[config.mk]
export PLATFORM = sky130hd
export DESIGN_NAME = auth_msg_serializer
export DESIGN_NICKNAME = d
export VERILOG_FILES = /design/src/rtl/auth_msg_serializer.sv
export SDC_FILE = /design/constraint.sdc
export NUM_CORES = 1
export LEC_CHECK = 0
export BUFFER_PORTS_ARGS = -buffer_cell sky130_fd_sc_hd__buf_2
export CAP_MARGIN = 30
export CELL_PAD_IN_SITES_DETAIL_PLACEMENT = 1
export CELL_PAD_IN_SITES_GLOBAL_PLACEMENT = 2
export CORE_MARGIN = 2
export CORE_UTILIZATION = 38
export CTS_CLUSTER_DIAMETER = 60
export CTS_CLUSTER_SIZE = 8
export DETAILED_ROUTE_END_ITERATION = 10
export GPL_TIMING_DRIVEN = 0
export PLACE_DENSITY = 0.84
export SYNTH_ARGS = -nofsm -noshare
export SYNTH_HDL_FRONTEND = slang
export SYNTH_SLANG_ARGS = --single-unit
[constraint.sdc]
create_clock -name clk -period 5.74 [get_ports clk]
set_input_delay 0.287 -clock clk [delete_from_list [all_inputs] [get_ports clk]]
set_output_delay 0.287 -clock clk [all_outputs]
set_load 0.05 [all_outputs]
[src/rtl/auth_msg_serializer.sv]
// Framed serial transmitter for authentication messages: preamble, LSB-first payload,
// MSB-first CRC-8 (poly 0x07) and a single end-of-packet bit, each bit held CLK_DIV cycles.
module auth_msg_serializer #(
   parameter int MSG_LEN      = 64,
   parameter int PREAMBLE_LEN = 8,
   parameter int CLK_DIV      = 4
) (
   input  logic               clk,
   input  logic               reset,
   input  logic [MSG_LEN-1:0] auth_msg_out,
   input  logic               auth_msg_ready,
   output logic               msg_ack,
   output logic               busy,
   output logic               tx_en,
   output logic               tx_data,
   output logic               tx_done
);

   localparam int MAX_LEN = (PREAMBLE_LEN > MSG_LEN) ? PREAMBLE_LEN : MSG_LEN;
   localparam int BIT_W   = $clog2(MAX_LEN + 1);
   localparam int DIV_W   = $clog2(CLK_DIV) + 1;

   localparam logic [BIT_W-1:0] LAST_PRE = BIT_W'(PREAMBLE_LEN - 1);
   localparam logic [BIT_W-1:0] LAST_MSG = BIT_W'(MSG_LEN - 1);
   localparam logic [BIT_W-1:0] LAST_CRC = BIT_W'(7);
   localparam logic [DIV_W-1:0] LAST_DIV = DIV_W'(CLK_DIV - 1);

   localparam logic [2:0] S_IDLE     = 3'd0;
   localparam logic [2:0] S_PREAMBLE = 3'd1;
   localparam logic [2:0] S_DATA     = 3'd2;
   localparam logic [2:0] S_CRC      = 3'd3;
   localparam logic [2:0] S_EOP      = 3'd4;

   localparam logic [7:0] CRC_POLY = 8'h07;

   logic [2:0]         state_q,   state_d;
   logic [BIT_W-1:0]   bit_q,     bit_d;
   logic [DIV_W-1:0]   div_q,     div_d;
   logic [MSG_LEN-1:0] shift_q,   shift_d;
   logic [7:0]         crc_q,     crc_d;
   logic               tx_data_q, tx_data_d;
   logic               tx_en_q,   tx_en_d;
   logic               busy_q,    busy_d;
   logic               msg_ack_q, msg_ack_d;
   logic               tx_done_q, tx_done_d;
   logic               bit_end;

   function automatic logic [7:0] crc8_step(input logic [7:0] crc, input logic din);
      logic fb;
      fb = crc[7] ^ din;
      return {crc[6:0], 1'b0} ^ (fb ? CRC_POLY : 8'h00);
   endfunction

   // state_q names the phase of the bit currently on tx_data; every change of tx_data
   // happens on the edge that ends the previous bit time, so the outputs are glitch-free flops.
   always_comb begin
      // NOTE: every _d starts from its _q (pulses from 0) so no branch leaves one unassigned and infers a latch.
      state_d   = state_q;
      bit_d     = bit_q;
      div_d     = div_q;
      shift_d   = shift_q;
      crc_d     = crc_q;
      tx_data_d = tx_data_q;
      tx_en_d   = tx_en_q;
      busy_d    = busy_q;
      msg_ack_d = 1'b0;
      tx_done_d = 1'b0;
      bit_end   = (div_q == LAST_DIV);

      if (state_q == S_IDLE) begin
         if (auth_msg_ready) begin
            state_d   = S_PREAMBLE;
            bit_d     = '0;
            div_d     = '0;
            shift_d   = auth_msg_out;
            crc_d     = 8'h00;
            tx_data_d = 1'b1;
            tx_en_d   = 1'b1;
            busy_d    = 1'b1;
            msg_ack_d = 1'b1;
         end
      end else if (!bit_end) begin
         div_d = div_q + 1'b1;
      end else begin
         div_d = '0;
         bit_d = bit_q + 1'b1;
         case (state_q)
            S_PREAMBLE: begin
               if (bit_q == LAST_PRE) begin
                  state_d   = S_DATA;
                  bit_d     = '0;
                  tx_data_d = shift_q[0];
                  shift_d   = {1'b0, shift_q[MSG_LEN-1:1]};
                  crc_d     = crc8_step(crc_q, shift_q[0]);
               end else begin
                  // Next preamble index is bit_q+1, whose inverted LSB equals bit_q[0].
                  tx_data_d = bit_q[0];
               end
            end
            S_DATA: begin
               if (bit_q == LAST_MSG) begin
                  state_d   = S_CRC;
                  bit_d     = '0;
                  tx_data_d = crc_q[7];
               end else begin
                  tx_data_d = shift_q[0];
                  shift_d   = {1'b0, shift_q[MSG_LEN-1:1]};
                  crc_d     = crc8_step(crc_q, shift_q[0]);
               end
            end
            S_CRC: begin
               if (bit_q == LAST_CRC) begin
                  state_d   = S_EOP;
                  bit_d     = '0;
                  tx_data_d = 1'b0;
               end else begin
                  tx_data_d = crc_q[3'd6 - bit_q[2:0]];
               end
            end
            S_EOP: begin
               state_d   = S_IDLE;
               bit_d     = '0;
               tx_data_d = 1'b0;
               tx_en_d   = 1'b0;
               busy_d    = 1'b0;
               tx_done_d = 1'b1;
            end
            default: begin
               state_d   = S_IDLE;
               bit_d     = '0;
               tx_data_d = 1'b0;
               tx_en_d   = 1'b0;
               busy_d    = 1'b0;
            end
         endcase
      end
   end

   always_ff @(posedge clk or posedge reset) begin
      // NOTE: state flops use non-blocking assignments so every flop samples pre-edge values.
      if (reset) begin
         state_q   <= S_IDLE;
         bit_q     <= '0;
         div_q     <= '0;
         shift_q   <= '0;
         crc_q     <= 8'h00;
         tx_data_q <= 1'b0;
         tx_en_q   <= 1'b0;
         busy_q    <= 1'b0;
         msg_ack_q <= 1'b0;
         tx_done_q <= 1'b0;
      end else begin
         state_q   <= state_d;
         bit_q     <= bit_d;
         div_q     <= div_d;
         shift_q   <= shift_d;
         crc_q     <= crc_d;
         tx_data_q <= tx_data_d;
         tx_en_q   <= tx_en_d;
         busy_q    <= busy_d;
         msg_ack_q <= msg_ack_d;
         tx_done_q <= tx_done_d;
      end
   end

   assign msg_ack = msg_ack_q;
   assign busy    = busy_q;
   assign tx_en   = tx_en_q;
   assign tx_data = tx_data_q;
   assign tx_done = tx_done_q;

endmodule

---- Word level (Yosys, flattened, before mapping) ----
Index checks and enable logic that the tools add are counted.
W data, S select, Z words.
operators by class
  add/sub/neg operators ................... 3
  multipliers ............................. 0
  div/mod/pow operators ................... 0
  order comparisons ....................... 1
  equality and inequality tests ........... 13
  shift-type cells ........................ 0
  multiplexer cells ....................... 46
  bitwise gates (word level) .............. 2
  reduce and logical (&&, ||, !) cells .... 9
operators by type and width
  operator               count
  $mux W64               5
  $pmux W64 S2           1
  $mux W8                5
  $mux W7                5
  $mux W3                10
  $pmux W8 S2            1
  $mux W1                15
  $pmux W7 S2            1
  $ne A3 B3 Y1 const B   4
  $reduce_and A5 Y1      2
  $eq A3 B2 Y1 const B   3
  $pmux W3 S3            1
  $xor A8 B3 Y8          1
  $add A7 B1 Y7 const B  1
  $eq A7 B3 Y1 const B   1
  $eq A7 B6 Y1 const B   1
  $lt A3 B4 Y1 const B   1
  $add A3 B1 Y3 const B  1
  $bmux W1 S3            1
  $eq A3 B1 Y1 const B   1
  $eq A3 B3 Y1 const B   1
  $logic_not A3 Y1       1
  $pmux W1 S3            1
  $reduce_and A3 Y1      1
  other kinds (9)        9
word-level totals
  flip-flop bits (word level) ............. 89
  bits in latches ......................... 0
  RAM bits ................................ 0
  memory bits (read-only) ................. 0
  input port bits ......................... 67
  output and inout bits ................... 5
  memories kept ........................... 0

---- Logic depth before layout (Yosys ltp) ----
Gate-level depths: netlist of the first run.
  depth in word-level cells ............... 7
  depth in mapped cells ................... 9

---- Worst setup path after synthesis of the first run ----
No wires, ideal clock.
  path kind ............................... register to register
  start point ............................. register bit_q[0]
  end point ............................... register bit_q[0]
  arrival ................................. 1885 ps
  data required time ...................... 5615 ps
  path slack .............................. 3730 ps
  stages on the path, launching flop included .. 7
  buffers on the path ..................... 0
  clock period less this slack ............ 2010 ps
  cell sequence ........................... dfrtp_1 -> ha_1 -> nor2b_1 -> nand2_1 -> a32oi_1 -> nor2_1 -> mux2_2
on the way
  longest elaborated chain between the ends .. 5
  elaborated cells between the ends (all ways) .. 8
  classes of those cells .................. add/sub: 1; eq/ne: 2; mux: 5
RTL lines
  what                                         RTL line      RTL
  start: declaration                           37            logic [BIT_W-1:0] bit_q, bit_d;
  start signal: assignment                     154           bit_q <= bit_d;
  $add A7 B1 Y7, or another cell as far along  86            bit_d = bit_q + 1'b1;
  $mux W7 (on tied branches)                   89, 112, 101
  $pmux W7 S2 (*)                              87            case (state_q)
  $mux W7 (*)                                  82            end else if (!bit_end) begin
  $mux W7 (*)                                  70            if (state_q == S_IDLE) begin
Every way passes the cells marked *; elsewhere a longest branch is shown, timed or not. The select of a mux whose other input is x is not followed.
A chain may end at the register's enable or synchronous reset.

---- Final worst setup path of the first run ----
Ends and elaborated chain as after synthesis.

==> impl_metrics.tcl, run 1 <==
set metrics [dict create \
    status "complete, no violations" \
    synth_cells 423 \
    synth.avg_cell_area_um2 10.3 \
    area_delta_synth_final_pct 21.0 \
    tritoncts "built" \
    cts_inserted_buffers 9 \
    maxSlewViolCount 0 \
    path_clk_slew_ns 0.07 \
    cp-end-kind "flip-flop" \
    slowest_stage "a32oi_1" \
    post-route-period-util_pct 46.2 \
    final_common_cell "nand2_1" \
    regToRegEndpoint "bit_q[0]" \
    p_per_area_nw_per_um2 517 \
    fin_skew_ns 0.00708 \
    synth_cell_types 44 \
    insertion_delay_ns 0.34 \
    path_cells "ha_1, nor2b_1, nand2_1, a32oi_1, nor2_1, mux2_2" \
    vdd_drop_max_mv 0.201 \
    r2r_cells 6 \
    synth_warnings 0 \
    cpPeakStageDelay_ns 0.61 \
    num-fill-cells 1303 \
    vias 3413 \
    ctsHoldBuffers 1 \
    required_ns 5.97 \
    synth_compound_area_share_pct 13.4 \
    fin_nets 576 \
    hpwl_mm 7.42 \
    setup-tns-final_ns 0 \
    synth_fa_ha_area_share_pct 0.575 \
    rsz0062_at_grt "false" \
    seq_power_share_pct 37.4 \
    cts_setup_buffers 0 \
    yosys.area_share.xor_xnor_pct 0.804 \
    root_buffer "clkbuf_16" \
    dieWidth_um 111 \
    antenna_found_initial 0 \
    min_to "shift_q[63]" \
    grt_max_degree 57 \
    fp.coreArea_um2 11300 \
    netlist_area_um2 4360 \
    antenna_cells 0 \
    drt-total-wl_mm 10.4 \
    ios 72 \
    path_max_fanout 8 \
    synth_edf_count 0 \
    htreeDepth 3 \
    numPortBuffers 71 \
    r2r-start "bit_q[0]" \
    period_minus_slack_ns 2.65 \
    synth-simple-area-share_pct 13.4 \
    drt-initial-drc-count 66 \
    syn_nets 492 \
    die_height_um 111 \
    ys_seq_area_share_pct 51.1 \
    comb_power_share_pct 38.2 \
    grt_use_total_pct 18.0 \
    setup_viol 0 \
    vias_per_cell 5.21 \
    finalHoldViolCount 0 \
    final_cell_area_um2 5270 \
    r2r_slack_ns 3.09 \
    antenna_left 0 \
    p_total_mw 2.72 \
    hp-start "auth_msg_out[63]" \
    grt_pass1_vias 3603 \
    max_cap_viol_count 0 \
    drive_gt1_share_pct 23.0 \
    hold_ws_ns 0.173 \
    cts_resized 0 \
    dieArea_um2 12300 \
    cts.sinks 89 \
    worstPathArrival_ns 2.89 \
    start_kind "flip-flop" \
    dr.pass1.iters 4 \
    grt_pass1_wl_mm 18.0 \
    switching_share_pct 36.9 \
    hp-class "in2reg" \
    relSlewSlack_pct 51.6 \
    p_int_mw 1.72 \
    avgRoutedWirePerCell_um 15.9 \
    drt_drc_violations_left 0 \
    placed_area_um2 4920 \
    layout_common_cells "93 x nand2_1, 89 x dfrtp_1, 78 x buf_2, 63 x mux2i_1, 58 x o21ai_1" \
    synthArstFlopShare_pct 100 \
    leakage_nw 2.56 \
    synth_top_family_by_area "multiplexers" \
    start_util_pct 38.5 \
    synthMuxAreaShare_pct 16.3 \
    gp_congestion 0.772 \
    grt_overflow 0 \
    holdPathStages 3 \
    clockBufferDepth 2 \
    worst-setup-path-type "reg2reg" \
    num_rows 39 \
    max_clock_freq_mhz 377 \
    ys_ff_latch 89 \
    worst_slew_pin_slew_ns 0.726 \
    yosys_most_used_dff "dfrtp_1" \
    p_clk_share_pct 24.4 \
    p_sw_mw 1.01 \
]
registers in the layout (all words and copies together) (netlist names):
signal   cells
tx_data      1
tx_done      1
crc_q        8
state_q      3
div_q        3
bit_q        7
shift_q     64
busy         1
msg_ack      1
layout make-up:
cell class / count / area [um2] / share of cell area, %
plain buffers: 30 / 178 / 3.37
clock buffers: 11 / 253 / 4.80
well taps: 143 / 179 / 3.40
clock inverters: 5 / 86.3 / 1.64
inverters: 3 / 13.8 / 0.261
repair buffers: 73 / 393 / 7.46
flip-flops and latches: 89 / 2230 / 42.3
multi-input cells: 301 / 1940 / 36.8
worst max-delay path by stage:
stage | cells past startpoint | slack (ns) | start | endpoint
5_1_grt | 6 | 2.79 | bit_q[0] | bit_q[0]
3_5_place_dp | 6 | 3.10 | bit_q[0] | bit_q[0]
6_report | 6 | 3.09 | bit_q[0] | bit_q[0]
4_1_cts | 6 | 3.10 | bit_q[0] | bit_q[0]
2_1_floorplan | 1 | 3.15 | reset | bit_q[0]
3_3_place_gp | 2 | 1.91 | reset | bit_q[5]
Yosys cell counts (2+ instances only):
library cell  instances  share of area [%]
nand2_1              93                8.0
dfrtp_1              89                 51
mux2i_1              63                 14
o21ai_1              58                6.7
o21ai_0              20                2.3
clkbuf_1             15                1.3
buf_2                 7               0.80
buf_6                 7                1.8
nor2_1                6               0.52
nand3_1               5               0.57
a21oi_1               3               0.34
a22o_1                3               0.60
a31oi_1               3               0.43
and3_1                3               0.43
inv_1                 3               0.26
mux2_2                3               0.78
nor3_1                3               0.34
o31ai_1               3               0.52
xnor2_1               3               0.60
and3b_1               2               0.40
ha_1                  2               0.57
mux4_2                2                1.0
nand2b_1              2               0.29
nor2b_1               2               0.29
o31ai_2               2               0.57
or2_2                 2               0.29
or4b_1                2               0.46
worst max-delay path, delay by kind of cell, from the launching register on:
family	cells	cell delay, ns
DFF	1	0.50
adders and majority gates	1	0.34
AOI/OAI and AO/OA	1	0.61
and+or+nand+nor	3	0.77
muxes	1	0.32
per-layer routing:
metal	track usage [%]	vias up	part of all wire (%)
li1	-	1644	-
met1	24.0	1702	47
met2	29.6	54	48
met3	3.50	13	3.5
met4	6.50	0	1.6
met5	0	-	0
per-stage QoR:
stage | setup WS, ns | cells | utilization, %
after CTS | 3.10 | 655 | 46.5
after global routing | 2.79 | 655 | 46.5
after detailed placement | 3.10 | 638 | 43.5
after global placement | 1.91 | 637 | 43.2
after floorplan | 3.15 | 423 | -
final | 3.09 | 655 | 46.5
power by group through the flow:
stage	sequential [mW]	combinational [mW]	clock, mW
floorplan	1.00	0.805	0
global placement	1.02	1.01	0
detailed placement	1.03	1.05	0
CTS	1.02	1.06	0.681
global route	1.06	1.17	0.711
finish	1.02	1.04	0.666
kinds of logic after synthesis:
logic type      after synthesis
flops                        89
mux                          68
buf+inv                      33
simple gates                127
xor+xnor                      4
compound gates              100
fa+ha+maj                     2
No activity file was read; power rests on OpenSTA's default activity.
==> run 2: changes to the inputs <==
Settings changed: CORE_UTILIZATION 38 to 36, PLACE_DENSITY 0.84 to 0.8.
Clock period 5.74 ns to 2.65 ns, I/O delays scaled along.
==> impl_metrics.tcl, run 2 (synthesis gave the netlist of run 1 again) <==
set metrics [dict create \
    post-route-period-util_pct 89.7 \
    grt_max_degree 49 \
    worstPathArrival_ns 2.59 \
    status "complete, no violations" \
    area_delta_synth_final_pct 19.7 \
    dieArea_um2 13000 \
    vias_per_cell 5.10 \
    start_kind "flip-flop" \
    reg.largest.list "shift_q x64, crc_q x8, bit_q x7" \
    avgRoutedWirePerCell_um 15.8 \
    ios 72 \
    grt_pass1_vias 3627 \
    fp.coreArea_um2 11900 \
    regMostFlops "shift_q" \
    busiest_layer "met2" \
    drt-initial-drc-count 112 \
    antenna_left 0 \
    rsz0062_at_grt "false" \
    period_minus_slack_ns 2.38 \
    p_total_mw 5.63 \
    path_clk_slew_ns 0.07 \
    htreeDepth 3 \
    hpwl_mm 7.35 \
    dieWidth_um 114 \
    antenna_found_initial 0 \
    fin_cells 658 \
    hp-class "in2reg" \
    max_clock_freq_mhz 421 \
    cts_inserted_buffers 9 \
    met2_usage_pct 27.9 \
    grt_use_total_pct 17.6 \
    gp_congestion 0.765 \
    dp_slack_ns 0.0608 \
    vdd_drop_max_mv 0.352 \
    root_buffer "clkbuf_16" \
    worst-setup-path-type "reg2reg" \
    drt-total-wl_mm 10.4 \
    fin_nets 576 \
    drt_drc_violations_left 0 \
    dr.pass1.iters 4 \
    finalHoldViolCount 0 \
    die_height_um 114 \
    use_met3_pct 4.68 \
    placed_cells 642 \
    layout_common_cells "93 x nand2_1, 89 x dfrtp_1, 78 x buf_2, 63 x mux2i_1, 58 x o21ai_1" \
    tritoncts "built" \
    vias 3356 \
    start_util_pct 36.6 \
    fin_skew_ns 0.00753 \
    cp-end-kind "flip-flop" \
    required_ns 2.86 \
    max_cap_viol_count 0 \
    cts.sinks 89 \
    final_common_cell "nand2_1" \
    fin_ws_ns 0.274 \
    grt_pass1_wl_mm 18.0 \
    path_max_fanout 10 \
    numPortBuffers 71 \
    clockBufferDepth 2 \
    p_per_area_nw_per_um2 1080 \
    num-fill-cells 1368 \
    leakage_nw 2.53 \
    use_met1_pct 23.2 \
    antenna_cells 0 \
    relSlewSlack_pct 53.3 \
    setup_viol 0 \
    largest_reg_flops 64 \
    drive_gt1_share_pct 23.5 \
    insertion_delay_ns 0.34 \
    maxSlewViolCount 0 \
    grt_overflow 0 \
    num_rows 40 \
    worst_slew_pin_slew_ns 0.701 \
]
==> run 2: changes by cell type in the layout (fill, tap and decap cells not counted), sizes merged <==
cell / previous run / this run
clkinvlp: 0 / 1
inv: 4 / 3
clkbuf: 26 / 27
bufinv: 2 / 0
==> run 2: power breakdown <==
part	total, mW	switching (mW)	internal, mW	leakage, nW
Sequential	2.21	0.335	1.88	1.14
Combinational	2.24	1.27	0.969	1.26
Clock	1.18	0.526	0.654	0.128
==> run 2: path summary, 6_finish.rpt <==
check / from / endpoint / slack (ns) / cells past startpoint
max: bit_q[0] / shift_q[31] / 0.27 / 6
min in group asynchronous: reset / shift_q[39] / 0.41 / 3
max reg2reg: bit_q[0] / shift_q[31] / 0.27 / 6
min: auth_msg_out[63] / shift_q[63] / 0.03 / 3
min reg2reg: shift_q[19] / shift_q[19] / 0.48 / 2
max in group asynchronous: reset / bit_q[5] / 1.58 / 4
==> run 2: worst max-delay path, cell delays in order (launching register included) <==
cell	delay, ns
dfrtp_1	0.51
ha_1	0.34
nor2b_2	0.29
a31oi_1	0.16
o211ai_4	0.40
clkbuf_1	0.41
o21ai_1	0.14
==> run 2: area by class of cell <==
class	count	area (um2)	area share [%]
clock buffers	12	246	4.73
clock inverters	3	17.5	0.336
flip-flops and latches	89	2230	42.7
inverters	3	13.8	0.264
multi-input cells	301	1950	37.4
plain buffers	30	181	3.48
repair buffers	73	393	7.54
well taps	147	184	3.53
==> run 2: routing by layer <==
metal / vias up / part of all wire (%)
met5: - / 0
met4: 0 / 1.3
met3: 8 / 4.4
met2: 53 / 47
met1: 1653 / 47
li1: 1642 / -
==> run 2: what timing repair did <==
action                                  4_1_cts  5_1_grt
endpoints found under the setup margin        0       77
gates resized for setup                       0        8
hold endpoints to repair                     41        0
hold buffers                                  1        0
setup buffers                                 0        0
==> run 2: metrics by stage <==
stage | instance area [um2] | TNS, ns | utilization (%) | hold WS (ns)
2_1_floorplan | 4360 | 0 | - | 0.260
3_3_place_gp | 4890 | -88.78 | 41.1 | 0.378
3_5_place_dp | 4920 | 0 | 41.3 | 0.244
4_1_cts | 5200 | 0 | 43.6 | 0.0201
5_1_grt | 5210 | 0 | 43.8 | 0.0339
6_report | 5210 | 0 | 43.8 | 0.0269
==> run 3: changes to the inputs <==
Settings changed: MAX_ROUTING_LAYER set to met4.
==> impl_metrics.tcl, run 3 (synthesis gave the netlist of run 1 again) <==
set metrics [dict create \
    status "complete, no violations" \
    path_max_fanout 10 \
    required_ns 2.86 \
    relSlewSlack_pct 53.2 \
    hp-class "in2reg" \
    dr.pass1.iters 4 \
    setup_viol 0 \
    start_util_pct 36.6 \
    dp_slack_ns 0.0608 \
    grt_pass1_vias 3625 \
    num-fill-cells 1368 \
    drt-initial-drc-count 109 \
    drive_gt1_share_pct 23.5 \
    period_minus_slack_ns 2.37 \
    antenna_found_initial 0 \
    htreeDepth 3 \
    max_cap_viol_count 0 \
    regMostFlops "shift_q" \
    root_buffer "clkbuf_16" \
    dieWidth_um 114 \
    drt_drc_violations_left 0 \
    endpoint "shift_q[31]" \
    reg.largest.list "shift_q x64, crc_q x8, bit_q x7" \
    dieArea_um2 13000 \
    seq_power_share_pct 39.3 \
    post-route-period-util_pct 89.6 \
    avgRoutedWirePerCell_um 15.8 \
    hpwl_mm 7.35 \
    insertion_delay_ns 0.34 \
    comb_power_share_pct 39.7 \
    startpoint "bit_q[0]" \
    grt_use_total_pct 18.1 \
    fin_nets 576 \
    hold_ws_ns 0.0260 \
    r2r-start "bit_q[0]" \
    grt_pass1_wl_mm 17.9 \
    area_delta_synth_final_pct 19.7 \
    tritoncts "built" \
    antenna_left 0 \
    clockBufferDepth 2 \
    path_clk_slew_ns 0.07 \
    ios 72 \
    antenna_cells 0 \
    fin_ws_ns 0.276 \
    largest_reg_flops 64 \
    p_clk_share_pct 21.0 \
    vias 3362 \
    final_common_cell "nand2_1" \
    worstPathArrival_ns 2.58 \
    cts_inserted_buffers 9 \
    p_per_area_nw_per_um2 1080 \
    fin_skew_ns 0.00788 \
    cp-end-kind "flip-flop" \
    r2r_cells 6 \
    maxSlewViolCount 0 \
    die_height_um 114 \
    setup-tns-final_ns 0 \
    vdd_drop_max_mv 0.352 \
    finalHoldViolCount 0 \
    layout_common_cells "93 x nand2_1, 89 x dfrtp_1, 78 x buf_2, 63 x mux2i_1, 58 x o21ai_1" \
    p_int_mw 3.50 \
    fp.coreArea_um2 11900 \
    p_sw_mw 2.13 \
    gp_congestion 0.775 \
    drt-total-wl_mm 10.4 \
    grt_max_degree 49 \
    switching_share_pct 37.8 \
    numPortBuffers 71 \
    rsz0062_at_grt "false" \
    grt_overflow 0 \
    num_rows 40 \
    leakage_nw 2.53 \
    cts.sinks 89 \
    p_total_mw 5.63 \
    vias_per_cell 5.11 \
    regToRegEndpoint "shift_q[31]" \
    max_clock_freq_mhz 421 \
    worst_slew_pin_slew_ns 0.702 \
    start_kind "flip-flop" \
    cts_setup_buffers 0 \
    r2r_slack_ns 0.28 \
    worst-setup-path-type "reg2reg" \
]
==> run 3: final cells by class <==
class	count	area [um2]	area share [%]
flip-flops and latches	89	2230	42.7
multi-input cells	301	1950	37.4
repair buffers	73	393	7.54
clock buffers	12	246	4.73
well taps	147	184	3.53
plain buffers	30	181	3.48
clock inverters	3	17.5	0.336
inverters	3	13.8	0.264
==> run 3: power groups by stage <==
stage / Sequential (mW) / Combinational, mW / Clock (mW)
CTS: 2.22 / 2.28 / 1.23
global route: 2.29 / 2.54 / 1.28
detailed placement: 2.24 / 2.28 / 0
finish: 2.21 / 2.23 / 1.18
global placement: 2.21 / 2.19 / 0
floorplan: 2.18 / 1.74 / 0
==> run 3: how the worst min path moves through the flow <==
stage	startpoint	to	slack, ns	cells after the start
floorplan	auth_msg_out[63]	shift_q[63]	0.26	2
global placement	auth_msg_out[63]	shift_q[63]	0.38	3
detailed placement	reset	shift_q[43]	0.24	2
CTS	auth_msg_out[63]	shift_q[63]	0.02	3
global route	auth_msg_out[63]	shift_q[63]	0.04	3
finish	auth_msg_out[63]	shift_q[63]	0.03	3
==> run 3: what timing repair did <==
action	4_1_cts	5_1_grt
setup endpoints to repair	0	77
hold endpoints to repair	41	0
hold buffers	1	0
gates resized for setup	0	8
==> run 3: per-stage QoR <==
stage	util, %	instance area, um2	std cells
finish	43.8	5210	658
global placement	41.1	4890	641
detailed placement	41.3	4920	642
CTS	43.6	5200	658
global route	43.8	5210	658
floorplan	-	4360	423
==> run 3: critical path, cell delays in order, from the launching register on <==
cell and delay (ns):
dfrtp_1 0.51, ha_1 0.34, nor2b_2 0.29, a31oi_1 0.16
o211ai_4 0.40, clkbuf_1 0.41, o21ai_1 0.14
==> run 3: per-layer routing <==
| layer | vias up | track usage, % | share of wire, % |
|---|---|---|---|
| li1 | 1643 | - | - |
| met4 | 0 | 7.56 | 1.8 |
| met3 | 9 | 3.29 | 3.5 |
| met5 | - | - | 0 |
| met1 | 1658 | 23.6 | 48 |
| met2 | 52 | 27.8 | 47 |
